**src/rtl/mux_scan_pkg.sv**
```systemverilog
// ============================================================================
// Module   : mux_scan_pkg
// Brief    : Shared constants for the mux channel scanner.
// Revision : 1.0
// ============================================================================
`default_nettype none

package mux_scan_pkg;

  localparam logic [0:0] ST_IDLE = 1'b0;
  localparam logic [0:0] ST_SCAN = 1'b1;

  localparam logic [1:0] CH_A = 2'd0;
  localparam logic [1:0] CH_B = 2'd1;
  localparam logic [1:0] CH_C = 2'd2;
  localparam logic [1:0] CH_D = 2'd3;

  localparam int DWELL_DEFAULT = 4;

endpackage

`default_nettype wire

```
**src/rtl/mux_scan_sampler_if.sv**
```systemverilog
// ============================================================================
// Module   : mux_scan_sampler_if
// Brief    : Control, mux and result signals between scanner and its user.
// Revision : 1.0
// ============================================================================
`default_nettype none

interface mux_scan_sampler_if;
  logic       EN;
  logic       START;
  logic [3:0] MASK;
  logic       Y;
  logic [1:0] S;
  logic [3:0] Q;
  logic       VALID;
  logic       BUSY;

  modport master (
    output EN, START, MASK, Y,
    input  S, Q, VALID, BUSY
  );

  modport slave (
    input  EN, START, MASK, Y,
    output S, Q, VALID, BUSY
  );
endinterface

`default_nettype wire

```
**src/rtl/mux_next_chan.sv**
```systemverilog
// ============================================================================
// Module   : mux_next_chan
// Brief    : Finds the lowest enabled channel (first) or the next one above i_cur.
// Revision : 1.0
// ============================================================================
`default_nettype none

module mux_next_chan
  import mux_scan_pkg::*;
(
  input  logic [3:0] i_mask,
  input  logic [1:0] i_cur,
  input  logic       i_first,
  output logic [1:0] o_chan,
  output logic       o_found
);

  // Walk downward so the lowest qualifying channel is the last one written.
  always_comb begin
    o_chan  = CH_A;
    o_found = 1'b0;
    for (int i = 3; i >= 0; i--) begin
      if (i_mask[i] && (i_first || (i[1:0] > i_cur))) begin
        o_chan  = i[1:0];
        o_found = 1'b1;
      end
    end
  end

endmodule

`default_nettype wire

```
**src/rtl/mux_scan_sampler.sv**
```systemverilog
// ============================================================================
// Module   : mux_scan_sampler
// Brief    : Steps a 4:1 mux through enabled channels, dwells, samples Y and
//            publishes the four samples as one word with a one-cycle strobe.
// Revision : 1.0
// ============================================================================
`default_nettype none

module mux_scan_sampler
  import mux_scan_pkg::*;
#(
  parameter int DWELL = DWELL_DEFAULT,
  parameter int CW    = (DWELL > 2) ? $clog2(DWELL) : 1
) (
  input  logic               CLK,
  input  logic               RST,
  mux_scan_sampler_if.slave  bus
);

  localparam logic [CW-1:0] c_LAST = CW'(DWELL - 1);

  logic [0:0]    r_state;
  logic [0:0]    w_state_nxt;
  logic [CW-1:0] r_cnt;
  logic [3:0]    r_mask;
  logic [3:0]    r_shadow;
  logic [3:0]    r_q;
  logic [1:0]    r_s;
  logic          r_valid;

  logic          w_first;
  logic [3:0]    w_sel_mask;
  logic [1:0]    w_nxt_ch;
  logic          w_found;
  logic          w_last;
  logic [3:0]    w_shadow_upd;

  // In IDLE the search runs on the live MASK so the first channel is ready
  // on the START edge; during a scan it uses the latched copy.
  assign w_first    = (r_state == ST_IDLE);
  assign w_sel_mask = w_first ? bus.MASK : r_mask;
  assign w_last     = (r_cnt == c_LAST);

  mux_next_chan u_next_chan (
    .i_mask  (w_sel_mask),
    .i_cur   (r_s),
    .i_first (w_first),
    .o_chan  (w_nxt_ch),
    .o_found (w_found)
  );

  always_comb begin
    w_shadow_upd      = r_shadow;
    w_shadow_upd[r_s] = bus.Y;
  end

  always_ff @(posedge CLK) begin
    if (RST) r_state <= ST_IDLE;
    else     r_state <= w_state_nxt;
  end

  always_comb begin
    w_state_nxt = r_state;
    case (r_state)
      ST_IDLE: if (bus.START && w_found)           w_state_nxt = ST_SCAN;
      ST_SCAN: if (bus.EN && w_last && !w_found)   w_state_nxt = ST_IDLE;
      default:                                     w_state_nxt = ST_IDLE;
    endcase
  end

  always_ff @(posedge CLK) begin
    if (RST) begin
      r_cnt    <= '0;
      r_mask   <= '0;
      r_shadow <= '0;
      r_q      <= '0;
      r_s      <= CH_A;
      r_valid  <= 1'b0;
    end else begin
      r_valid <= 1'b0;
      case (r_state)
        ST_IDLE: begin
          if (bus.START) begin
            if (w_found) begin
              r_mask   <= bus.MASK;
              r_shadow <= '0;
              r_s      <= w_nxt_ch;
              r_cnt    <= '0;
            end else begin
              r_q     <= '0;
              r_valid <= 1'b1;
            end
          end
        end
        ST_SCAN: begin
          if (bus.EN) begin
            if (!w_last) begin
              r_cnt <= r_cnt + CW'(1);
            end else begin
              r_shadow <= w_shadow_upd;
              if (w_found) begin
                r_s   <= w_nxt_ch;
                r_cnt <= '0;
              end else begin
                r_q     <= w_shadow_upd;
                r_valid <= 1'b1;
              end
            end
          end
        end
        default: ;
      endcase
    end
  end

  always_comb begin
    bus.S     = r_s;
    bus.Q     = r_q;
    bus.VALID = r_valid;
    bus.BUSY  = (r_state == ST_SCAN);
  end

endmodule

`default_nettype wire

```
**src/flat_wrapper.sv**
```systemverilog
// flat-port wrapper written by rule: the top's interface ports become plain ports
module mux_scan_sampler_flat import mux_scan_pkg::*;
#(
  parameter int DWELL = DWELL_DEFAULT,
  parameter int CW    = (DWELL > 2) ? $clog2(DWELL) : 1
)
  (CLK, RST, bus_EN, bus_START, bus_MASK, bus_Y, bus_S, bus_Q, bus_VALID, bus_BUSY);
  mux_scan_sampler_if bus_i ();
  input  logic CLK;
  input  logic RST;
  input wire logic [$bits(bus_i.EN)-1:0] bus_EN;
  input wire logic [$bits(bus_i.START)-1:0] bus_START;
  input wire logic [$bits(bus_i.MASK)-1:0] bus_MASK;
  input wire logic [$bits(bus_i.Y)-1:0] bus_Y;
  output wire logic [$bits(bus_i.S)-1:0] bus_S;
  output wire logic [$bits(bus_i.Q)-1:0] bus_Q;
  output wire logic [$bits(bus_i.VALID)-1:0] bus_VALID;
  output wire logic [$bits(bus_i.BUSY)-1:0] bus_BUSY;
  assign bus_i.EN = bus_EN;
  assign bus_i.START = bus_START;
  assign bus_i.MASK = bus_MASK;
  assign bus_i.Y = bus_Y;
  assign bus_S = bus_i.S;
  assign bus_Q = bus_i.Q;
  assign bus_VALID = bus_i.VALID;
  assign bus_BUSY = bus_i.BUSY;
  mux_scan_sampler #(.DWELL(DWELL), .CW(CW)) u_core (.CLK(CLK), .RST(RST), .bus(bus_i));
endmodule
```
**config.mk**
```make
export PLATFORM = sky130hd
export DESIGN_NAME = mux_scan_sampler_flat
export DESIGN_NICKNAME = d
export VERILOG_FILES = /design/src/rtl/mux_scan_pkg.sv /design/src/rtl/mux_scan_sampler_if.sv /design/src/rtl/mux_next_chan.sv /design/src/rtl/mux_scan_sampler.sv /design/src/flat_wrapper.sv
export SDC_FILE = /design/constraint.sdc
export NUM_CORES = 1
export LEC_CHECK = 0
export ABC_AREA = 1
export CORE_MARGIN = 4
export CORE_UTILIZATION = 50
export CTS_BUF_LIST = sky130_fd_sc_hd__clkbuf_8
export DETAILED_ROUTE_END_ITERATION = 12
export GPL_TIMING_DRIVEN = 0
export PLACE_DENSITY = 0.77
export SLEW_MARGIN = 20
export SYNTH_ARGS = -nofsm -noshare
export SYNTH_HDL_FRONTEND = slang
export SYNTH_SLANG_ARGS = --single-unit
```
**constraint.sdc**
```tcl
create_clock -name CLK -period 1.8 [get_ports CLK]
set_clock_uncertainty 0.15 [all_clocks]
set_input_delay 0.36 -clock CLK [delete_from_list [all_inputs] [get_ports CLK]]
set_output_delay 0.36 -clock CLK [all_outputs]
set_load 0.05 [all_outputs]
```
==> impl_metrics.sql <==
INSERT INTO impl_metrics (metric_group, metric, value, unit) VALUES
('placed_design', 'post-place-cells', '174', ''),
('floorplan', 'initial_util', '53.7', '%'),
('floorplan', 'core_area', '0.00176', 'mm2'),
('setup_path', 'timing.critical_path.slowest_stage_cell', 'clkdlybuf4s50_1', ''),
('global_route', 'grt_antenna_before_repair', '0', ''),
('global_route', 'grt_overflow_total', '0', ''),
('pwr', 'share_seq_of_total_power', '42.1', '%'),
('placed_design', 'cell_area_placed', '0.00113', 'mm2'),
('hold_path', 'holdCritPathClass', 'reg -> reg', ''),
('logic_synthesis', 'syn-mean-instance-area', '7.07', 'um2'),
('floorplan', 'rows', '15', ''),
('floorplan', 'die_h', '51.5', 'um'),
('timing', 'tightest_slew', '0.495', 'ns'),
('logic_synthesis', 'synth_cells', '134', ''),
('setup_path', 'r2r_end', 'u_core.r_shadow[0]', ''),
('clock_tree', 'cts-htree-levels', '1', ''),
('logic_synthesis', 'synthArstFlopShare', '0', '%'),
('logic_synthesis', 'cell_with_the_most_instances_after_synthesis', 'nand2_1', ''),
('run', 'maxCapViolCount', '0', ''),
('global_route', 'grt_first_pass_wirelength', '3380', 'um'),
('pwr', 'clock_power_share', '28.6', '%'),
('floorplan', 'dieArea', '0.00265', 'mm2'),
('floorplan', 'die_x', '51.5', 'um'),
('setup_path', 'reg2reg_setup_slack', '0.19', 'ns'),
('route', 'vias_per_cell', '5.03', ''),
('route', 'detailedRoute.firstIterationViolations', '17', ''),
('clock_tree', 'post_cts_hold_fix_bufs', '0', ''),
('final_layout', 'area_delta_synth_final', '26.0', '%'),
('logic_synthesis', 'synth_xor_area_share', '0', '%'),
('clock_tree', 'clk_path_buf_depth', '2', ''),
('logic_synthesis', 'post_synth_and_or_nand_nor_area_fraction', '40.6', '%'),
('placed_design', 'portBuffers', '15', ''),
('final_layout', 'antennaDiodeCount', '0', ''),
('logic_synthesis', 'synth.yosys.warnings', '0', ''),
('logic_synthesis', 'synth_sequential_area_ratio', '35.9', '%'),
('setup_path', 'worst_ep_arrival_time', '1.72', 'ns'),
('clock_tree', 'clkSinkCount', '17', ''),
('final_layout', 'nNetsFinal', '167', ''),
('global_route', 'vias_in_the_first_global_route', '793', ''),
('timing', 'setup-violations-final', '0', ''),
('pwr', 'power.share.combinational', '29.3', '%'),
('setup_path', 'worstPathCellList', 'clkdlybuf4s50_1 -> inv_1 -> nor2_8 -> a21oi_1 -> nor2_2 -> inv_2 -> nor2_4 -> inv_1 -> nor2_1 -> nor2_1', ''),
('final_layout', 'layoutNonFillerInstCount', '181', ''),
('logic_synthesis', 'compound_gate_portion_of_the_synthesized_area', '12.7', '%'),
('pwr', 'totalPowerFinal', '1.01', 'mW'),
('logic_synthesis', 'synth-adder-area-share', '1.32', '%'),
('pwr', 'power.static_leakage', '0.543', 'nW'),
('route', 'first_pass_iters', '4', ''),
('logic_synthesis', 'synth_edf_count', '0', ''),
('clock_tree', 'numCtsBuffers', '3', ''),
('setup_path', 'reg2regPathDepth', '9', ''),
('floorplan', 'ioPinCount', '17', ''),
('final_layout', 'post-route-cell-area', '0.00119', 'mm2'),
('route', 'dr_total_vias', '911', ''),
('timing', 'max_freq', '582', 'MHz'),
('logic_synthesis', 'yosys.area.top_type_share', '35.9', '%'),
('pwr', 'highest_ir_drop_seen_on_vdd', '0.598', 'mV'),
('placed_design', 'place_hpwl', '1540', 'um'),
('logic_synthesis', 'synthTopCellsByArea', 'dfxtp_1, nand2_1, nor2_1', ''),
('status', 'run_status', 'complete, no violations', ''),
('global_route', 'global_route_usage_over_all_layers', '17.1', '%'),
('hold_path', 'hold-path-cell-count', '2', ''),
('setup_path', 'worst_path_largest_cell_delay', '0.46', 'ns'),
('clock_tree', 'clk_transition_reported_paths', '0.07', 'ns'),
('pwr', 'p_per_area', '847', 'mW/mm2'),
('route', 'postRouteWirelength', '2100', 'um'),
('logic_synthesis', 'synth_ff_type', 'dfxtp_1', ''),
('pwr', 'intPower', '0.665', 'mW'),
('timing', 'final_min_period_over_clock_period', '95.4', '%'),
('clock_tree', 'tritoncts', 'yes', ''),
('setup_path', 'sort_of_element_at_the_start_of_the_critical_path', 'input port', '');
## cells by family (layout without fill, tap and decap cells)
logic type | count (synthesis) | after routing
AOI/OAI and AO/OA | 22 | 22
buffers and inverters | 20 | 42
adders and majority gates | 1 | 1
and+or+nand+nor | 74 | 74
DFF | 17 | 17
## worst max path at each step
stage | end | depth (start not counted)
after detailed placement | u_core.bus.Q[3] | 10
after floorplan | u_core.r_shadow[0] | 11
after global routing | u_core.bus.Q[3] | 10
after global placement | u_core.bus.Q[1] | 10
final | u_core.bus.Q[3] | 10
after CTS | u_core.bus.Q[3] | 10
## stage by stage
stage | hold slack, ns | setup WS (ns)
6_report | 0.315 | 0.0825
5_1_grt | 0.339 | -0.0403
4_1_cts | 0.318 | 0.000565
3_5_place_dp | 0.308 | -0.274
3_3_place_gp | 0.301 | -0.263
2_1_floorplan | 0.290 | 0.145
## flip-flops by register name, summed over array words and instances, names as in the netlist
signal and cells:
u_core.bus.Q 4, u_core.bus.S 2, u_core.bus.BUSY 1, u_core.r_cnt 2, u_core.r_shadow 4, u_core.r_mask 3, u_core.bus.VALID 1
## layer usage
metal	global-route usage [%]	wire length, um
met3	3.72	100
met5	0	0
met4	7.86	30
met2	27.8	986
met1	21.6	981
## power groups by stage
stage                     Sequential, mW  Combinational (mW)  Clock (mW)
after floorplan                    0.478               0.166           0
after global placement             0.432               0.283           0
after detailed placement           0.434               0.288           0
after CTS                          0.425               0.281       0.299
after global routing               0.429               0.324       0.311
final                              0.426               0.296       0.289
## repair_timing
| item | CTS | global route |
|---|---|---|
| resized for setup | 8 | 2 |
| hold endpoints to repair | 0 | 0 |
| setup endpoints to repair | 8 | 5 |
| pin swaps | 0 | 3 |
| buffers inserted | 0 | 3 |
## critical path: cells and delay by family
family | cells | cell delay, ns
buffers and inverters | 4 | 0.71
AND/OR/NAND/NOR | 5 | 0.61
AO/OA/AOI/OAI | 1 | 0.06
## area by class of cell
cell class | count | area (um2)
timing repair buffer | 18 | 163
tap | 25 | 31.3
sequential | 17 | 344
clock inverter | 1 | 5.00
buffer | 3 | 26.3
fill | 165 | 571
clock buffer | 3 | 41.3
inverter | 17 | 63.8
multi-input combinational | 97 | 519
## cells in the final DEF (no fill, tap or decap), drive strengths merged
master,count
buf,6
a31oi,1
inv,16
nand3,12
clkdlybuf4s50,7
dlygate4sd2,8
dfxtp,17
nand2,30
clkbuf,3
a211oi,1
ha,1
nand3b,2
o21ai,6
a21oi,13
nor3,2
clkinv,2
o21bai,1
nand4,1
nor2,27
Note: power is estimated with default switching activity, not from simulation.
==> edit 1 (same flow settings) <==
Change the package constant `DWELL_DEFAULT` from 4 to 8.
--- a/src/rtl/mux_scan_pkg.sv
+++ b/src/rtl/mux_scan_pkg.sv
@@ -15,7 +15,7 @@
   localparam logic [1:0] CH_C = 2'd2;
   localparam logic [1:0] CH_D = 2'd3;
 
-  localparam int DWELL_DEFAULT = 4;
+  localparam int DWELL_DEFAULT = 8;
 
 endpackage
 
Formal check against the unedited RTL: not equivalent (Yosys sat finds a counterexample within 10 cycles, from zero or initial values and one cycle with RST high).
==> edit 1 against the unedited design <==
Wire length down 4.0%; power down 0.67%; sequential power up 5.2%; worst hold slack better by 4.5 ps; first-iteration DRC count down 24%; core utilization unchanged; sequential share of layout area up 1.5 points; setup slack better by 23 ps; count of clock-buffer cells in the layout unchanged; sequential cell count up 1; global-route usage down 0.44 points; area after synthesis up 0.53%; cell area unchanged.
==> edit 1: results (changes against the unedited design) <==
Detail Route met3 WL=94 um (-6.0%); dpl cell area=1140 um^2 (+1.1%); crit path DAT=1180 ps (-540 ps); Yosys cell types=19 (-21%); sequential share of the synthesized area=37.8% (+1.9 points); Placer Congestion=0.840 (-1.5%); synth top area cells=dfxtp_1, nand2_1, nor2_1, a21oi_1, nand3_1; maximum VDD drop=0.640 mV (+7.0%); Reg clk slew, reported paths=60 ps; Synth Flop Type=dfxtp_1; IO buf count=16 (+1); HP Start=u_core.r_mask[2]$_SDFFE_PP0P_; Hold Crit Class=flop to flop; HPWL Detailed=1580 um (+2.5%); R2R Setup Slk=170 ps (-20 ps); worst-case clock buffer depth=2 (unchanged); Synth Net Count=148 (+2.8%); first-pass iteration count of the detailed router=4 (unchanged); initial antenna violation count=0 (unchanged); WL met2=1030 um (+4.7%); Final nets=170 (+1.8%); crit-path max FO=5 (-2); share of layout cells above drive strength 1=14.0% (-3.9 points); antenna diode count=0 (unchanged); reg2reg start=u_core.r_cnt[0]$_SDFFE_PP0P_; total wire length=2010 um (-4.0%); status=finished, final reports clean; cts bufs inserted=3 (unchanged); Post-synth top cells=nand2_1, nor2_1, dfxtp_1, inv_1; Max stage delay on crit path=550 ps (+90 ps); ys async rst share=0% (unchanged); Worst R2R Path Depth=9 (unchanged); Critical R2R Capture=u_core.bus.S[0]$_SDFFE_PP0P_; Setup crit start=u_core.bus.S[0]$_SDFFE_PP0P_; critical path's slowest cell=dlygate4sd2_1; Tightest Pin Transition=498 ps (+3.51 ps); Synth warnings=0 (unchanged); first-pass GRT wire length=3340 um (-1.2%); largest net degree at the start of global routing=11 (unchanged); number of global-route vias before repair=768 (-3.2%); met1 wire length=877 um (-11%); Iter 0 DRT Violations=13 (-4); root buffer cell=clkbuf_8; GRT Util Overall=16.7% (-0.44 points); WHS Endpoint=u_core.r_mask[2]$_SDFFE_PP0P_; top layer reached by signal wires=met4; vias per inst=4.90 (-2.7%); Worst Hold Depth=2 (unchanged); # H-tree levels=1 (unchanged); leakage power=0.570 nW (+5.0%); Top delay family on crit path=buffers and inverters; Clk Latency, worst-skew pair=250 ps; Switching Fraction=32.7% (-1.5 points)
[edit 1: cell count changes after synthesis, moves of 2 or more]
cell	unedited run	this run
a21oi_1	12	10
nand2_1	24	36
inv_1	15	11
nand3b_1	2	0
nand3_2	2	0
o211ai_1	0	2
nor2_1	23	26
[edit 1: final cells by class]
cell class | instances | area (um^2)
well taps | 25 | 31.3
flip-flops and latches | 18 | 362
fillers | 169 | 571
plain buffers | 2 | 18.8
inverters | 13 | 48.8
repair buffers | 17 | 158
multi-input cells | 104 | 534
clock buffers | 3 | 41.3
[edit 1: timing repair]
item | in CTS | in global routing
gates cloned | 0 | 0
pin swaps | 0 | 2
gates resized for setup | 8 | 3
buffers inserted | 0 | 1
setup endpoints to repair | 8 | 8
[edit 1: layer usage]
layer | track usage, % | vias to the layer above
li1 | - | 478
met1 | 20.6 | 397
met2 | 28.2 | 14
met3 | 4.30 | 2
met4 | 5.24 | 0
met5 | 0 | -
[edit 1: worst max path at each step]
stage | endpoint | slack, ps | cells after the start
finish | bus_S[0] | 110 | 1
global placement | u_core.bus.Q[1]$_SDFFE_PP0P_ | -200 | 10
detailed placement | u_core.bus.Q[2]$_SDFFE_PP0P_ | -230 | 10
floorplan | u_core.bus.Q[0]$_SDFFE_PP0P_ | 30 | 9
CTS | u_core.bus.Q[2]$_SDFFE_PP0P_ | 30 | 10
global route | u_core.bus.Q[2]$_SDFFE_PP0P_ | 10 | 10
[edit 1: logic make-up after synthesis]
kind of cell	share of synthesized area (%)
and+or+nand+nor	42.2
buffers and inverters	7.10
adders and majority gates	2.63
DFF	37.8
AOI/OAI and AO/OA	10.2
[edit 1: per-stage QoR]
| stage | std cells | util (%) | hold WS (ps) | setup slack, ps |
|---|---|---|---|---|
| detailed placement | 178 | 64.9 | 315 | -235 |
| CTS | 181 | 66.7 | 324 | 26.4 |
| floorplan | 137 | - | 279 | 30.0 |
| finish | 182 | 67.7 | 320 | 106 |
| global placement | 178 | 64.9 | 302 | -202 |
| global route | 182 | 67.7 | 342 | 10.8 |
[edit 1: power groups by stage]
| stage | combinational, mW | clock [mW] | sequential (mW) |
|---|---|---|---|
| 2_1_floorplan | 0.162 | 0 | 0.501 |
| 3_3_place_gp | 0.282 | 0 | 0.456 |
| 3_5_place_dp | 0.289 | 0 | 0.457 |
| 4_1_cts | 0.280 | 0.280 | 0.448 |
| 5_1_grt | 0.316 | 0.293 | 0.453 |
| 6_report | 0.287 | 0.269 | 0.448 |
[edit 1: tightest hold or removal path, stage by stage (launching register included)]
cell and delay [ps]:
dfxtp_1 310, nand2_1 60, a21oi_1 50
==> edit 2 (same flow settings) <==
Without the edit above. Make the reset (`RST`) asynchronous in 2 clocked blocks.
--- a/src/rtl/mux_scan_sampler.sv
+++ b/src/rtl/mux_scan_sampler.sv
@@ -54,7 +54,7 @@
     w_shadow_upd[r_s] = bus.Y;
   end
 
-  always_ff @(posedge CLK) begin
+  always_ff @(posedge CLK or posedge RST) begin
     if (RST) r_state <= ST_IDLE;
     else     r_state <= w_state_nxt;
   end
@@ -68,7 +68,7 @@
     endcase
   end
 
-  always_ff @(posedge CLK) begin
+  always_ff @(posedge CLK or posedge RST) begin
     if (RST) begin
       r_cnt    <= '0;
       r_mask   <= '0;
Formal check against the unedited RTL: differs if RST is asserted again (counterexample within 4 cycles, from zero or initial values and one cycle with RST high); with RST held inactive, the same outputs for 10 cycles.
==> edit 2 against the unedited design <==
Sequential cell count stayed put; setup slack worse by 6.0 ps; synthesized cell count shrank 6.7%; area after synthesis is 11% higher; critical path type is now flop to primary output; largest cell class unchanged; worst hold slack better by 18 ps; cell area is 7.2% higher; wire length fell by 6.5%; via count fell by 7.5%; first-iteration DRC count fell by 76%.
Power is not compared: it rests on default switching activity, and its combinational part moved more than twofold at a synthesized area within 25%.
==> edit 2: results (changes against the unedited design) <==
status=finished, final reports clean; Final nets=156 (-6.6%); GRT Residual Overflow=0 (unchanged); cts bufs inserted=3 (unchanged); GR Layer Usage met2=29.4% (+1.7 points); Detail Route met3 WL=74 um (-26%); met1 wire length=924 um (-5.8%); ys async rst share=100% (+100 points); syn_area_per_cell=8.40 um^2 (+19%); Setup crit start=u_core.bus.S[1]$_DFFE_PP0P_; share of layout cells above drive strength 1=21.4% (+3.4 points); fillers=175 (+6.1%); Post-Place Cells=168 (-3.4%); Iter 0 DRT Violations=4 (-13); total wire length=1960 um (-6.5%); Placer Congestion=0.814 (-4.6%); Setup WS pre-CTS=-103 ps (+170 ps); WL met2=928 um (-5.9%); HPWL Detailed=1520 um (-1.4%); Worst R2R Path Depth=8 (-1); met1 Use GR=21.8% (+0.19 points); synth top area cells=dfrtp_1, nand2_1, nand2_4, nand3_1, nor2_8; Synth Flop Type=dfrtp_1; Worst setup endpoint=bus_S[1]; IO buf count=16 (+1); sequential share of the synthesized area=40.5% (+4.6 points); Hold WS=333 ps (+18.0 ps); reg2reg start=u_core.bus.BUSY$_DFF_PP0_; drt wl/cell=11.4 um (-1.6%); largest net degree at the start of global routing=18 (+7); Max stage delay on crit path=550 ps (+90 ps); crit path DAT=1210 ps (-510 ps); Top delay family on crit path=buffers and inverters; critical path's slowest cell=dlygate4sd2_1; Tightest Pin Transition=644 ps (+149 ps); maximum VDD drop=1.08 mV; number of global-route vias before repair=859 (+8.3%); Post-synth top cells=nand2_1, dfrtp_1, inv_1, nand2_4, nand3_1; Critical R2R Capture=u_core.r_shadow[2]$_DFFE_PP0P_; HP Start=u_core.bus.Q[2]$_DFFE_PP0P_; WHS Endpoint=u_core.bus.Q[2]$_DFFE_PP0P_; vias post-DR=843 (-7.5%); cts repair resizes=8 (unchanged); first-pass GRT wire length=3650 um (+8.0%); Synth Net Count=135 (-6.3%); Synth warnings=0 (unchanged); dpl cell area=1240 um^2 (+9.8%); R2R Setup Slk=250 ps (+60 ps); Yosys cell types=24 (unchanged); crit-path max FO=6 (-1); Fmax=0.580 GHz (-0.35%); met3 usage=3.60% (-0.12 points); antenna diode count=0 (unchanged); GRT Util Overall=17.7% (+0.62 points)
## edit 2: cell count changes after synthesis, moves of 4 or more
cell,unedited run,this run
dfrtp_1,0,17
a21oi_1,12,3
nand2_1,24,44
dfxtp_1,17,0
nand2_4,3,8
o21ai_0,6,2
nor2_1,23,7
inv_1,15,9
## edit 2: cell families after synthesis
| kind of cell | after synthesis | share of synthesized area (%) |
|---|---|---|
| fa+ha+maj | 1 | 1.19 |
| flops | 17 | 40.5 |
| compound gates | 7 | 3.93 |
| simple gates | 86 | 47.8 |
| buf+inv | 14 | 6.55 |
## edit 2: area by class of cell
| cell class | instances | area (um^2) | area share, % |
|---|---|---|---|
| repair buffers | 16 | 150 | 11.7 |
| clock buffers | 3 | 41.3 | 3.23 |
| inverters | 12 | 50.0 | 3.91 |
| well taps | 27 | 33.8 | 2.64 |
| multi-input cells | 94 | 556 | 43.4 |
| plain buffers | 2 | 18.8 | 1.47 |
| flip-flops and latches | 17 | 425 | 33.2 |
| clock inverters | 1 | 5.00 | 0.391 |
